===== src/rtl/instruction_fetch_unit.sv =====
// Fetch side of the multicycle core: owns PC and IR, reads instruction memory over IM_REQ/IM_ACK (optional FETCH_TIMEOUT_EN).
// Latency: W_MI sampled at edge n -> IM_REQ after n; IM_ACK sampled at edge m -> INSTR/INSTR_VLD after m.
// Backpressure: IM_REQ/IM_ADDR held until IM_ACK; W_MI seen during a fetch is dropped, not queued.
module instruction_fetch_unit #(
    parameter int                ADDR_W         = 16,
    parameter logic [ADDR_W-1:0] RESET_PC       = '0,
    parameter int                TIMEOUT_CYCLES = 15
) (
    input  logic              CLK,
    input  logic              RST,
    input  logic              W_MI,
    input  logic              W_PC,
    input  logic              S_MXPC,
    input  logic [ADDR_W-1:0] BR_TARGET,
    output logic [ADDR_W-1:0] IM_ADDR,
    output logic              IM_REQ,
    input  logic [31:0]       IM_RDATA,
    input  logic              IM_ACK,
    output logic [ADDR_W-1:0] PC,
    output logic [31:0]       INSTR,
    output logic [2:0]        TYPE,
    output logic [4:0]        op,
    output logic [15:0]       IMM,
    output logic              INSTR_VLD,
    output logic              BUSY,
    output logic              FETCH_ERR
);

    localparam logic [0:0] IDLE = 1'b0;
    localparam logic [0:0] WAIT = 1'b1;

    logic [0:0] state;

`ifdef FETCH_TIMEOUT_EN
    localparam int CNT_W = ($clog2(TIMEOUT_CYCLES) > 4) ? $clog2(TIMEOUT_CYCLES) : 4;

    logic [CNT_W-1:0] wait_cnt;
    logic             timeout;

    // wait_cnt counts completed WAIT cycles; abort on the last one without ACK
    assign timeout = (wait_cnt == CNT_W'(TIMEOUT_CYCLES - 1));
`else
    assign FETCH_ERR = 1'b0;
`endif

    assign TYPE = INSTR[31:29];
    assign op   = INSTR[28:24];
    assign IMM  = INSTR[15:0];
    assign BUSY = (state != IDLE);

    always_ff @(posedge CLK or posedge RST) begin
        if (RST) begin
            state     <= IDLE;
            PC        <= RESET_PC;
            IM_ADDR   <= RESET_PC;
            IM_REQ    <= 1'b0;
            INSTR     <= '0;
            INSTR_VLD <= 1'b0;
`ifdef FETCH_TIMEOUT_EN
            wait_cnt  <= '0;
            FETCH_ERR <= 1'b0;
`endif
        end else begin
            INSTR_VLD <= 1'b0;
            // PC update is independent of the fetch; IM_ADDR already captured the old PC
            if (W_PC) begin
                PC <= S_MXPC ? BR_TARGET : PC + ADDR_W'(1);
            end
            case (state)
                IDLE: begin
                    if (W_MI) begin
                        IM_ADDR  <= PC;
                        IM_REQ   <= 1'b1;
                        state    <= WAIT;
`ifdef FETCH_TIMEOUT_EN
                        wait_cnt <= '0;
`endif
                    end
                end
                WAIT: begin
                    if (IM_ACK) begin
                        INSTR     <= IM_RDATA;
                        IM_REQ    <= 1'b0;
                        INSTR_VLD <= 1'b1;
                        state     <= IDLE;
                    end
`ifdef FETCH_TIMEOUT_EN
                    else if (timeout) begin
                        INSTR     <= '0;
                        IM_REQ    <= 1'b0;
                        INSTR_VLD <= 1'b1;
                        FETCH_ERR <= 1'b1;
                        state     <= IDLE;
                    end else begin
                        wait_cnt  <= wait_cnt + CNT_W'(1);
                    end
`endif
                end
                default: state <= IDLE;
            endcase
        end
    end

endmodule


===== config.mk =====
export PLATFORM = sky130hd
export DESIGN_NAME = instruction_fetch_unit
export DESIGN_NICKNAME = d
export VERILOG_FILES = /design/src/rtl/instruction_fetch_unit.sv
export SDC_FILE = /design/constraint.sdc
export NUM_CORES = 1
export LEC_CHECK = 0
export BUFFER_PORTS_ARGS = -buffer_cell sky130_fd_sc_hd__buf_4
export CORE_UTILIZATION = 42
export CTS_CLUSTER_DIAMETER = 30
export CTS_CLUSTER_SIZE = 8
export DETAILED_ROUTE_END_ITERATION = 10
export PLACE_DENSITY = 0.74
export SYNTH_ARGS = -nofsm -noshare
export SYNTH_HDL_FRONTEND = slang
export SYNTH_SLANG_ARGS = --single-unit

===== constraint.sdc =====
create_clock -name CLK -period 1.85 [get_ports CLK]
set_input_delay 0.185 -clock CLK [delete_from_list [all_inputs] [get_ports CLK]]
set_output_delay 0.185 -clock CLK [all_outputs]
set_load 0.01 [all_outputs]

# [Word-level counts from Yosys, hierarchy flattened]
# Index checks and enable logic that the tools add are counted.
[word_totals] register_bits=67 latchBits=0 ramBits=0 romBits=0 input_bits=54 elab_cells=22 n_memories=0
[op_classes] addsub=1 n_mul=0 div_mod_pow=0 order_cmp=0 eq_ne=2 shifts=0 mux=9 bitwise_logic=1 n_reduce_logical=3
[op_table] op="16-bit by 1-bit adder with 16-bit output (second input constant)" n=1
[op_table] op="16-bit two-way mux" n=1
[op_table] op="1-bit two-way mux" n=6
[op_table] op="2-bit AND reduction" n=3
[op_table] op="2-bit inequality test (second input constant)" n=2
[op_table] op="1-bit case mux with 2 select lines" n=2
[op_table] op="1-bit inverter" n=1

# [Logic depth before layout (Yosys ltp)]
[depth] depth_word=3 mapped_depth=5 ltp_nobuf=5

# [Least setup slack after synthesis]
# OpenSTA, ideal clock, no wires.
[synth_timing] path_kind="reg2reg" start="register PC[1]" end="register PC[10]" setup_time_ns=0.128 arrival_time_ns=1.377 slack_ns=0.345 stages_incl_launch_ff=6 n_path_buf=0 period_less_slack_ns=1.505 path_cell_list="dfrtp_1 > ha_1 > nand4_4 > nor3_1 > mux2i_1 > nand3_1"
[synth_between] elab_chain_cells=2
[synth_rtl] item="from (decl)" line="19" rtl="output logic [ADDR_W-1:0] PC,"
[synth_rtl] item="from (signal assigned)" line="67" rtl="PC <= S_MXPC ? BR_TARGET : PC + ADDR_W'(1);"
[synth_rtl] item="16-bit by 1-bit adder with 16-bit output" line="67"
[synth_rtl] item="16-bit two-way mux" line="67"
# No other way between the ends.
# A chain may end at the register's enable or synchronous reset.

# [Worst setup path after layout]
[layout_timing] start="register PC[0]" end="register PC[10]"
# Same word-level chain as after synthesis.

==> flow_summary_export.csv <==
group,metric,value,unit
sta,post_route_fraction_of_the_period_consumed_by_the_critical_path,86.9,%
route,via_count,2449,
worst_setup_path,worst-endpoint-arrival,1.83,ns
synth,synth_compound_area_share,8.62,%
sta,clock-skew-final,0.00826,ns
sta,layout_min_cycle_time,1.61,ns
route,drc,0,
grt,overflow,0,
pwr,vdd_ir_drop_max,0.587,mV
clock_tree,cts.path.max_buffers,2,
floorplanning,initial_utilization,44.5,%
route,drt-initial-drc-count,59,
final_layout,post_route_cells_drive_above_1_share,54.5,%
final_layout,ff_latch_area,1680,sq um
grt,antenna_found_initial,0,
grt,global_route.usage.total,19.0,%
sta,setup_repair_after_global_routing_missed_its_margin,"false",
clock_tree,tritoncts,"built",
worst_setup_path,cp.required,2.07,ns
place,globalplace.congestion,0.814,
synth,combinational_family_with_the_most_area_after_synthesis,"multiplexers",
final_layout,fillerInstances,592,
worst_setup_path,timing.critical_path.fanout_max,8,
synth,yosys_cell_types,39,
place,dp_hpwl,5220,um
pwr,p_per_area,1160,nW/um^2
floorplanning,die_height,88.0,um
synth,synth_seq_area_share,53.9,%
floorplanning,ios,146,
grt,largest_net_degree_at_the_start_of_global_routing,68,
sta,setup_violations,0,
clock_tree,cts.sink_count,67,
sta,whs,0.0730,ns
grt,number_of_global_route_vias_before_repair,2295,
floorplanning,die-width,88.0,um
sta,timing.final.hold_violations,0,
synth,simple_logic_cell_fraction_of_the_synthesized_area,11.1,%
route,avgViaCountPerCell,5.05,
worst_setup_path,crit_path_end_kind,"flip-flop",
clock_tree,cts.reportedPaths.clkPinSlew,0.08,ns
synth,synth_fa_ha_area_share,0.403,%
worst_setup_path,critical_path_class,"reg2reg",
sta,tns,0,ns
sta,final_critical_path_setup_slack,0.242,ns
synth,post_synth_main_area_contributors,"sky130_fd_sc_hd__dfrtp_1 (54%), sky130_fd_sc_hd__mux2_2 (16%), sky130_fd_sc_hd__buf_4 (6.0%)",
job,cap_viol_max_count,0,
route,postRouteWirelength,7320,um
floorplanning,fp.dieArea,7750,sq um
floorplanning,fp.coreArea,6980,sq um
worst_hold_path,worstHoldPathType,"in2reg",
clock_tree,clock_insertion_delay_worst_skew,0.34,ns
sta,fin_max_slew_vios,0,
floorplanning,floorplan.rows,30,
route,wirelength_per_cell,15.1,um
worst_setup_path,start_kind,"flip-flop",
synth,total_number_of_yosys_warnings,0,
place,dp_worst_setup_slack,0.263,ns
synth,synth_xor_area_share,0,%
outcome,run_status,"completed",
synth,fraction_of_synthesized_area_in_multiplexers,17.3,%
clock_tree,cts.htree.levels,3,
synth,mappedNetlistArea,3110,sq um
clock_tree,cts_made_buffers,9,
clock_tree,cts.root.buffer_cell,"sky130_fd_sc_hd__clkbuf_8",
grt,grt_first_pass_wirelength,11100,um
synth,synthCells,262,
pwr,leak,2.07,nW
final_layout,diodes,0,
route,route.antenna.remaining_nets,0,
final_layout,finalNetCount,439,
sta,max_freq,622,MHz
final_layout,area_growth_syn_to_layout,40.1,%
synth,post_synth.cell_area_avg,11.9,sq um
place,place.port_buffers,144,
synth,number_of_synthesized_register_bits,67,
route,firstDrtPassIters,4,
final_layout,multi_input_comb_area,1170,sq um
synth,post-synth-top-area-fraction,53.9,%
synth,mappedNetlistNets,317,
synth,netlist.top_cell.by_area,"sky130_fd_sc_hd__dfrtp_1",
-- cell usage in the layout (no fill, tap or decap), drive strengths merged, types with 2 or more instances in the layout --
master and instances:
buf 147, dfrtp 67, mux2 45, nor2 15, nand2 14, o21ai 11
clkbuf 10, nor3 8, a22o 6, inv 6, nand2b 5, and3 5
nand3 5, nand4 5, a21oi 4, mux2i 3, o41ai 3, nor2b 3
a211oi 3, o22ai 3, clkinv 3, a31oi 2, a311oi 2, bufinv 2
-- report_power, final --
group / internal, mW / leakage [nW] / switching [mW] / total (mW)
logic: 0.929 / 1.16 / 0.673 / 1.60
registers: 1.80 / 0.792 / 0.288 / 2.09
clock network: 0.798 / 0.117 / 0.572 / 1.37
total: 3.53 / 2.07 / 1.53 / 5.06
-- cell families (layout without fill, tap and decap cells) --
kind of cell / after synthesis / in the layout
flops: 67 / 67
simple gates: 63 / 63
mux: 48 / 48
buf+inv: 43 / 170
compound gates: 39 / 39
fa+ha+maj: 1 / 1
other cells: 1 / 1
-- metrics by stage --
| step | utilization [%] | instances | area [sq um] | power [mW] |
|---|---|---|---|---|
| after CTS | 62.3 | 485 | 4350 | 5.12 |
| final | 62.3 | 485 | 4350 | 5.06 |
| after detailed placement | 59.0 | 468 | 4120 | 3.74 |
| after global routing | 62.3 | 485 | 4350 | 5.34 |
| after global placement | 59.0 | 468 | 4120 | 3.70 |
| after floorplan | - | 262 | 3110 | 2.94 |
-- registers in the layout (all words and copies together) (netlist names) --
signal	cells
INSTR	32
IM_REQ	1
PC	16
IM_ADDR	16
BUSY	1
INSTR_VLD	1
-- repair_timing --
item / 4_1_cts / 5_1_grt
setup buffers: 0 / 0
resized for setup: 0 / 0
setup endpoints to repair: 0 / 0
endpoints found under the hold margin: 67 / 0
hold buffers: 1 / 0
-- cell type report --
| type | count | area share (%) |
|---|---|---|
| clock inverters | 6 | 2.01 |
| clock buffers | 10 | 3.16 |
| flip-flops and latches | 67 | 38.5 |
| repair buffers | 148 | 26.2 |
| multi-input cells | 152 | 26.8 |
| well taps | 96 | 2.76 |
| inverters | 6 | 0.604 |
-- synthesized netlist by cell type, drive strengths merged --
library cell	count
a211oi	3
a21oi	4
a22o	6
a311o	1
a311oi	2
a31o	1
a31oi	2
and3	5
and4	1
buf	33
clkbuf	4
conb	1
dfrtp	67
ha	1
inv	6
mux2	45
mux2i	3
nand2	14
nand2b	5
nand3	5
nand3b	1
nand4	5
nor2	15
nor2b	3
nor3	8
nor4b	1
o2111ai	1
o211ai	1
o21a	1
o21ai	11
o22ai	3
o41ai	3
-- worst max-delay path, stage by stage, from the launching register on --
cell and delay [ns]:
sky130_fd_sc_hd__dfrtp_1 0.46, sky130_fd_sc_hd__ha_1 0.29, sky130_fd_sc_hd__nand4_4 0.18, sky130_fd_sc_hd__nor3_1 0.27, sky130_fd_sc_hd__mux2i_1 0.21, sky130_fd_sc_hd__nand3_1 0.08
-- path summary, 6_finish.rpt --
kind / depth (start not counted) / slack [ns] / startpoint / to
max in group asynchronous: 4 / 1.07 / RST / PC[0]$_DFFE_PP0P_
hold / removal: 2 / 0.07 / IM_RDATA[25] / INSTR[25]$_DFFE_PP0P_
hold reg to reg: 2 / 0.49 / IM_ADDR[5]$_DFFE_PP0P_ / IM_ADDR[5]$_DFFE_PP0P_
min in group asynchronous: 4 / 0.49 / RST / INSTR[11]$_DFFE_PP0P_
setup / recovery: 5 / 0.24 / PC[0]$_DFFE_PP0P_ / PC[10]$_DFFE_PP0P_
setup reg to reg: 5 / 0.24 / PC[0]$_DFFE_PP0P_ / PC[10]$_DFFE_PP0P_
-- routing by layer --
layer,share of wire (%),wire (um),GRT usage (%)
met5,0,0,0
met4,1.3,93,8.06
met3,9.0,658,5.66
met2,48,3500,30.7
met1,42,3070,23.8
No activity file was read; power rests on OpenSTA's default activity.
